File: config.mk
export PLATFORM = sky130hd
export DESIGN_NAME = nz_index_streamer
export DESIGN_NICKNAME = d
export VERILOG_FILES = /design/src/rtl/nz_stream_pkg.sv /design/src/rtl/nz_lane_select.sv /design/src/rtl/nz_index_streamer.sv
export SDC_FILE = /design/constraint.sdc
export NUM_CORES = 2
export LEC_CHECK = 0
export BUFFER_PORTS_ARGS = -buffer_cell sky130_fd_sc_hd__buf_4
export CAP_MARGIN = 25
export CORE_MARGIN = 1.5
export CORE_UTILIZATION = 35
export DETAILED_ROUTE_END_ITERATION = 10
export GPL_TIMING_DRIVEN = 0
export SYNTH_ARGS = -nofsm -noshare
export SYNTH_HDL_FRONTEND = slang
export SYNTH_HIERARCHICAL = 1
export SYNTH_SLANG_ARGS = --single-unit
File: constraint.sdc
create_clock -name clk -period 4.2 [get_ports clk]
set_clock_uncertainty 0.15 [all_clocks]
set_input_delay 1.05 -clock clk [delete_from_list [all_inputs] [get_ports clk]]
set_output_delay 1.05 -clock clk [all_outputs]
set_load 0.03 [all_outputs]
File: src/rtl/nz_stream_pkg.sv
// Shared sizing and state encoding for the nonzero-index streamer.
// The other nz_* files import this package.
package nz_stream_pkg;

   localparam int NUM_ELEM = 128;
   localparam int PSUM_W   = 8;
   localparam int IDX_W    = 7;
   localparam int LANES    = 4;

   typedef enum logic {
      ST_IDLE = 1'b0,
      ST_EMIT = 1'b1
   } state_e;

endpackage

File: src/rtl/nz_lane_select.sv
// One output lane: finds the element whose inclusive prefix sum hits the target.
// On an inconsistent psum the lowest matching index wins.
module nz_lane_select
   import nz_stream_pkg::*;
(
   input  logic [NUM_ELEM-1:0]        mask,
   input  logic [NUM_ELEM*PSUM_W-1:0] psum,
   input  logic [PSUM_W:0]            target,
   output logic [IDX_W-1:0]           idx,
   output logic                       hit
);

   always_comb begin
      idx = '0;
      hit = 1'b0;
      // Scan downward so the lowest matching index is the one left standing.
      for (int i = NUM_ELEM - 1; i >= 0; i--) begin
         if (mask[i] && ({1'b0, psum[i*PSUM_W +: PSUM_W]} == target)) begin
            idx = IDX_W'(i);
            hit = 1'b1;
         end
      end
   end

endmodule

File: src/rtl/nz_index_streamer.sv
// Streams set-bit positions of a sparsity mask as LANES indices per beat.
// Define NZ_STREAM_OVERLAP_EN to accept a new vector on the last-beat edge.
module nz_index_streamer
   import nz_stream_pkg::*;
(
   input  logic                       clk,
   input  logic                       reset_n,
   input  logic                       in_valid,
   output logic                       in_ready,
   input  logic [NUM_ELEM-1:0]        in_mask,
   input  logic [NUM_ELEM*PSUM_W-1:0] in_psum,
   output logic                       out_valid,
   input  logic                       out_ready,
   output logic [LANES*IDX_W-1:0]     out_idx,
   output logic [LANES-1:0]           out_lane_valid,
   output logic                       out_last,
   output logic                       busy
);

   state_e                    state_q, state_d;
   logic [NUM_ELEM-1:0]        mask_q;
   logic [NUM_ELEM*PSUM_W-1:0] psum_q;
   logic [PSUM_W-1:0]          base_q, base_d;
   logic [PSUM_W-1:0]          total_q;
   logic [PSUM_W:0]            base_x, total_x;
   logic                       emit, fire, accept;
   logic [LANES-1:0]           hit;
   logic [LANES*IDX_W-1:0]     sel_idx;

   assign emit    = (state_q == ST_EMIT);
   assign base_x  = {1'b0, base_q};
   assign total_x = {1'b0, total_q};

   for (genvar k = 0; k < LANES; k++) begin : g_lane
      logic [PSUM_W:0] target;
      assign target = base_x + (PSUM_W+1)'(k + 1);

      nz_lane_select u_sel (
         .mask   (mask_q),
         .psum   (psum_q),
         .target (target),
         .idx    (sel_idx[k*IDX_W +: IDX_W]),
         .hit    (hit[k])
      );

      assign out_lane_valid[k] = emit && ((base_x + (PSUM_W+1)'(k)) < total_x);
      assign out_idx[k*IDX_W +: IDX_W] =
         (out_lane_valid[k] && hit[k]) ? sel_idx[k*IDX_W +: IDX_W] : '0;
   end

   assign out_valid = emit;
   assign busy      = emit;
   assign out_last  = emit && ((base_x + (PSUM_W+1)'(LANES)) >= total_x);
   assign fire      = out_valid && out_ready;

`ifdef NZ_STREAM_OVERLAP_EN
   assign in_ready = !emit || (fire && out_last);
`else
   assign in_ready = !emit;
`endif

   assign accept = in_valid && in_ready;

   always_comb begin
      state_d = state_q;
      base_d  = base_q;
      unique case (state_q)
         ST_IDLE: if (accept) state_d = ST_EMIT;
         ST_EMIT: begin
            if (fire) begin
               if (out_last) state_d = accept ? ST_EMIT : ST_IDLE;
               else          base_d  = base_q + PSUM_W'(LANES);
            end
         end
         default: state_d = ST_IDLE;
      endcase
      if (accept) base_d = '0;
   end

   always_ff @(posedge clk or negedge reset_n) begin
      if (!reset_n) begin
         state_q <= ST_IDLE;
         mask_q  <= '0;
         psum_q  <= '0;
         base_q  <= '0;
         total_q <= '0;
      end else begin
         state_q <= state_d;
         base_q  <= base_d;
         if (accept) begin
            mask_q  <= in_mask;
            psum_q  <= in_psum;
            total_q <= in_psum[(NUM_ELEM-1)*PSUM_W +: PSUM_W];
         end
      end
   end

endmodule
Word-level counts from Yosys, hierarchy flattened
Index checks and enable logic that the tools add are counted.
{"block": "word_totals", "reg_bits": 1169, "inputBits": 1156, "output_inout_bits": 36, "word_cells": 2092}
{"block": "classes", "add_sub_neg": 5, "n_lt_le_gt_ge": 5, "n_eq_ne": 513, "mux": 1036, "n_bitwise": 1, "reduce_logical": 527}
{"cell": "$eq A8 B9 Y1", "count": 512}
{"cell": "$mux W7", "count": 516}
{"cell": "$logic_and A1 B1 Y1", "count": 523}
{"cell": "$mux W1", "count": 515}
{"cell": "$mux W8", "count": 4}
{"cell": "$lt A9 B8 Y1", "count": 3}
{"cell": "$add A8 B2 Y9 const B", "count": 2}
{"cell": "$add A8 B1 Y9 const B", "count": 1}
{"cell": "$add A8 B3 Y9 const B", "count": 1}
{"cell": "$ge A9 B8 Y1", "count": 1}
{"cell": "$add A8 B3 Y8 const B", "count": 1}
{"cell": "$lt A8 B8 Y1", "count": 1}
{"cell": "$reduce_bool A2 Y1", "count": 2}
{"cell": "$reduce_and A3 Y1", "count": 1}
{"cell": "$ne A2 B1 Y1 const B", "count": 1}
{"cell": "$pmux W1 S2", "count": 1}
{"cell": "$logic_not A1 Y1", "count": 1}
{"cell": "$not A1 Y1", "count": 1}

Longest topological paths before layout
{"block": "depth", "word_depth": 133, "depth_mapped": 18, "depth_no_buf": 13}

Cells and area by module
The synthesis kept the hierarchy.
{"mod": "nz_lane_select", "n_inst": 4, "cells_each": 2000, "area_each_um2": 15233.4, "seq_area_each_um2": 0.0}
{"mod": "nz_index_streamer", "n_inst": 1, "cells_each": 5015, "area_each_um2": 43969.7, "seq_area_each_um2": 29002.8}

Least setup slack after synthesis
No wires, ideal clock.
{"block": "synth_timing", "kind": "register to output", "start": "register base_q[3]", "end": "output out_idx[24]", "t_arrival_ns": 3.464, "t_required_ns": 3.000, "slack_ns": -0.464, "stages_incl_launch_ff": 16, "path_buffers": 2, "path_cell_list": "dfrtp_1 > ha_1 > nand3_1 > xnor2_1 > buf_4 > buf_6 > xnor2_1 > nand3_1 > nor3_1 > and4bb_2 > nand3_1 > nor4_1 > a21boi_1 > or4b_1 > o21ai_1 > and3_1"}
{"block": "synth_between", "elab_cells_between_ends": 518, "classes_between": "2 x add/sub; 1 x order compare; 128 x eq/ne; 257 x mux; 130 x reduce/logical"}
{"item": "start: declaration", "line_no": "nz_index_streamer.sv:23", "text": "logic [PSUM_W-1:0] base_q, base_d;"}
{"item": "start signal: assignment", "line_no": "nz_index_streamer.sv:89", "text": "base_q <= base_d;"}
{"item": "$add A8 B3 Y9 (*)", "line_no": "nz_index_streamer.sv:36", "text": "assign target = base_x + (PSUM_W+1)'(k + 1);"}
{"item": "net g_lane[3].target[6]", "line_no": "nz_index_streamer.sv:35", "text": "logic [PSUM_W:0] target;"}
{"item": "$eq A8 B9 Y1", "line_no": "nz_lane_select.sv:18", "text": "if (mask[i] && ({1'b0, psum[i*PSUM_W +: PSUM_W]} == target)) begin"}
{"item": "$logic_and A1 B1 Y1", "line_no": "nz_lane_select.sv:18"}
{"item": "$mux W7 (127 in a row)", "line_no": "nz_lane_select.sv:18"}
{"item": "$mux W7 (*)", "line_no": "nz_lane_select.sv:18"}
{"item": "net sel_idx[24]", "line_no": "nz_index_streamer.sv:28", "text": "logic [LANES*IDX_W-1:0] sel_idx;"}
{"item": "$mux W7 (*)", "line_no": "nz_index_streamer.sv:48", "text": "(out_lane_valid[k] && hit[k]) ? sel_idx[k*IDX_W +: IDX_W] : '0;"}
{"item": "end: declaration", "line_no": "nz_index_streamer.sv:14", "text": "output logic [LANES*IDX_W-1:0] out_idx,"}
Mark *: on every way through the listed nets, which the timed path passes. The rest lies on a longest branch.

Final worst setup path
{"block": "layout_timing", "start": "register base_q[5]", "end": "output out_idx[14]"}
{"block": "layout_between", "elab_cells_between_ends": 518, "classes_between": "2 x add/sub; 1 x order compare; 128 x eq/ne; 257 x mux; 130 x reduce/logical"}
{"item": "$add A8 B2 Y9 (*)", "line_no": "nz_index_streamer.sv:36"}
{"item": "net g_lane[2].target[5]", "line_no": "nz_index_streamer.sv:35"}
{"item": "$eq A8 B9 Y1", "line_no": "nz_lane_select.sv:18"}
{"item": "$logic_and A1 B1 Y1", "line_no": "nz_lane_select.sv:18"}
{"item": "$mux W7 (127 in a row)", "line_no": "nz_lane_select.sv:18"}
{"item": "$mux W7 (*)", "line_no": "nz_lane_select.sv:18"}
{"item": "net sel_idx[14]", "line_no": "nz_index_streamer.sv:28"}
{"item": "$mux W7 (*)", "line_no": "nz_index_streamer.sv:48"}
Marks and branches as above.

==> results.md <==
- Main combinational cell family by area after synthesis: XOR/XNOR gates
- Power consumption: 132 mW
- Area of the multi-input gates: 73700 sq um
- RSZ-0062 raised after global routing: true
- H-Tree Depth: 4
- Grt total ovfl: 0
- Gr busiest metal: met2
- Vias in the first global route: 106k
- CTS tree: done
- Min-delay worst type: in -> reg
- DP HPWL: 620000 um
- Avg Cell Area, Syn: 8.06 sq um
- Slew Limit Fails: 0
- Via count: 116k
- Post-synthesis sequential area ratio: 0.276
- Synth Area in Compound Gates: 0.0313
- Clk Latency, worst-skew pair: 0.87 ns
- Final Setup Violations: 59
- GR Util met1: 0.623
- Residual DRC: 0
- Die X-Extent: 550 um
- Startpoint Class: flop
- Max-cap violations: 0
- Top_reg_cell synth: dfrtp_1
- Post-Synthesis Cells: 13.0k
- P&R area growth vs syn: 31.4%
- Tmin final: 6.52 ns
- Io pins: 1192
- Hold Vio Cnt, Final: 0
- Internal reg-to-reg setup slack: -0.24 ns
- Fraction of registers with async set/reset: 1.00
- Worst endpoint required time: 3.00 ns
- Worst EP arrival: 5.32 ns
- Violated checks: negative setup slack
- Top cell type's share of synthesized area: 0.276
- Die Span Y: 550 um
- Worst-Margin Slew: 1.37 ns
- Post-synth cell types: 86
- Via/cell ratio: 6.05
- Nets: 16.2k
- Post-synthesis adder-cell area fraction: 0.00274
- Worst hold slack: 0.167 ns
- Cell taking the most area after synthesis: dfrtp_1
- Synth Register Bits: 1159
- Pin count of the biggest net entering global routing: 170
- DP Area: 121000 sq um
- Pwr dens: 957 nW/um^2
- Top post-synthesis cells by count: nand2_1 (3660), xnor2_1 (2307), xor2_1 (1781), dfrtp_1 (1159), nand3_1 (778)
- Sum Neg Setup Slack: -62.26 ns
- Pre-antenna DRT Iters: 8
- DR iter-0 viols: 17.8k
- DRT Wirelength: 815000 um
- Die ar.: 303000 sq um
- Num CTS Buffers: 140
- Tcrit/Tclk final: 1.55
- Critical path type: reg -> out
- CP max FO: 10
- Share of cells above drive strength 1: 0.222
- Static Leak: 63.5 nW
- Core area: 298000 sq um
- Outcome: finished, violations left
- Placed cells: 18.3k
- Most frequent cell after synthesis: nand2_1
- GRT met2 Usage: 0.719
- GPL Wtd Cong: 1.10
- Setup crit end kind: output port
- Initial antenna violation count: 67
- ANT nets after route: 0
- Max frequency: 0.153 GHz
- Root Buffer: clkbuf_16
- First-pass GRT wire length: 1030000 um
- Final instance area: 138000 sq um
- Syn. warnings: 6
- Clock Path Buffers: 4
- Fin worst setup slack: -2.32 ns
- Synth Cell Area: 105000 sq um
- Routed length per placed instance: 42.6 um
- Initial Util: 0.353
- Slew margin rel.: 0.0800
- Util after Layout: 0.463
- Post-synth EDFFs: 0
- Fill cells: 29.6k
- Setup WS pre-CTS: -3.11 ns
- Peak supply drop: 0.633 mV
- GRT Total Usage: 0.517
- Cell row count: 200
- Seq. cell area: 29000 sq um
- Clock Sinks: 1159
- Met3 usage: 0.188
- Synth Area in Simple Gates: 0.279
- Post-Synth XOR/XNOR Area: 0.341
- Reg clk slew, reported paths: 0.06 ns
- Top cells by area, synth: dfrtp_1 (28%), xnor2_1 (19%), xor2_1 (15%), nand2_1 (13%), nand3_1 (3.7%)
- Fin cells: 19.1k
- Port Buf Inserts: 1191
- Post-synthesis mux area share: 0.000620
==> cell type report <==
| cell class | instances | area share |
|---|---|---|
| flip-flops and latches | 1159 | 0.210 |
| well taps | 3939 | 0.0357 |
| clock buffers | 185 | 0.0284 |
| inverters | 78 | 0.00221 |
| plain buffers | 774 | 0.0688 |
| diodes | 73 | 0.00132 |
| clock inverters | 62 | 0.00540 |
| multi-input cells | 11000 | 0.534 |
| repair buffers | 1829 | 0.113 |
==> worst paths after layout <==
check | endpoint | depth (start not counted) | start
setup reg to reg | psum_q[776] | 7 | busy
min in group asynchronous | psum_q[735] | 2 | reset_n
hold reg to reg | mask_q[1] | 2 | mask_q[1]
max in group asynchronous | mask_q[61] | 6 | reset_n
setup / recovery | out_idx[14] | 15 | base_q[5]
hold / removal | psum_q[700] | 3 | in_psum[700]
==> cell families after synthesis <==
| logic type | count (synthesis) |
|---|---|
| flip-flops | 1159 |
| AO/OA/AOI/OAI | 473 |
| adder cells (fa/ha/maj) | 23 |
| buffers and inverters | 855 |
| AND/OR/NAND/NOR | 6409 |
| other | 2 |
| XOR/XNOR | 4088 |
| multiplexers | 6 |
==> flip-flops by register name, indices dropped and copies added, names as in the netlist <==
| name | count |
|---|---|
| psum_q | 1024 |
| mask_q | 128 |
| busy | 1 |
| base_q | 6 |
==> metal layers <==
metal  vias to the layer above  wire length [um]
li1                      46600                 -
met1                     56500            297000
met2                      9675            322000
met3                      2966            106000
met4                        20             89700
met5                         -               376
==> where the power goes <==
| group | total, mW | switching, mW | internal, mW |
|---|---|---|---|
| logic | 85.1 | 49.1 | 36.1 |
| registers | 33.8 | 17.2 | 16.6 |
| clock network | 13.0 | 5.62 | 7.38 |
| total | 132 | 71.8 | 60.1 |
==> worst max-delay path, stage by stage, from the launching register on <==
cell and delay (ns):
dfrtp_2 0.44, dlygate4sd1_1 0.27, buf_4 0.17, buf_12 0.17, buf_16 0.19, xor2_1 0.20, nor4_1 0.45, nand3_2 0.34
o21ai_0 0.59, a21oi_1 0.17, o211ai_1 0.53, nand2_1 0.18, a22oi_1 0.20, o31ai_1 0.10, and2_4 0.20, buf_4 0.17
==> cell usage in the layout (no fill, tap or decap), drive strengths merged, types with 20 or more instances in the layout <==
cell / n
o211ai: 29
o21ai: 99
diode: 73
a211oi: 44
nor2b: 75
nand4: 324
and3: 292
or2: 29
nor4: 309
buf: 2291
a31oi: 29
inv: 96
xnor2: 2307
a21oi: 103
nand2b: 76
conb: 27
or4: 24
xor2: 1781
nand3: 782
o31ai: 20
nand2: 3660
clkbuf: 492
nor2: 164
and2: 23
ha: 23
dfrtp: 1159
nor3: 558
clkinv: 24
==> repair_timing <==
item / in CTS / in global routing
hold buffers: 1 / 0
setup buffers: 213 / 276
cloned: 1 / 10
gates resized for setup: 852 / 587
pin swaps: 144 / 171
endpoints found under the setup margin: 31 / 284
endpoints found under the hold margin: 65 / 0
Power figures use the tool's default switching activity.
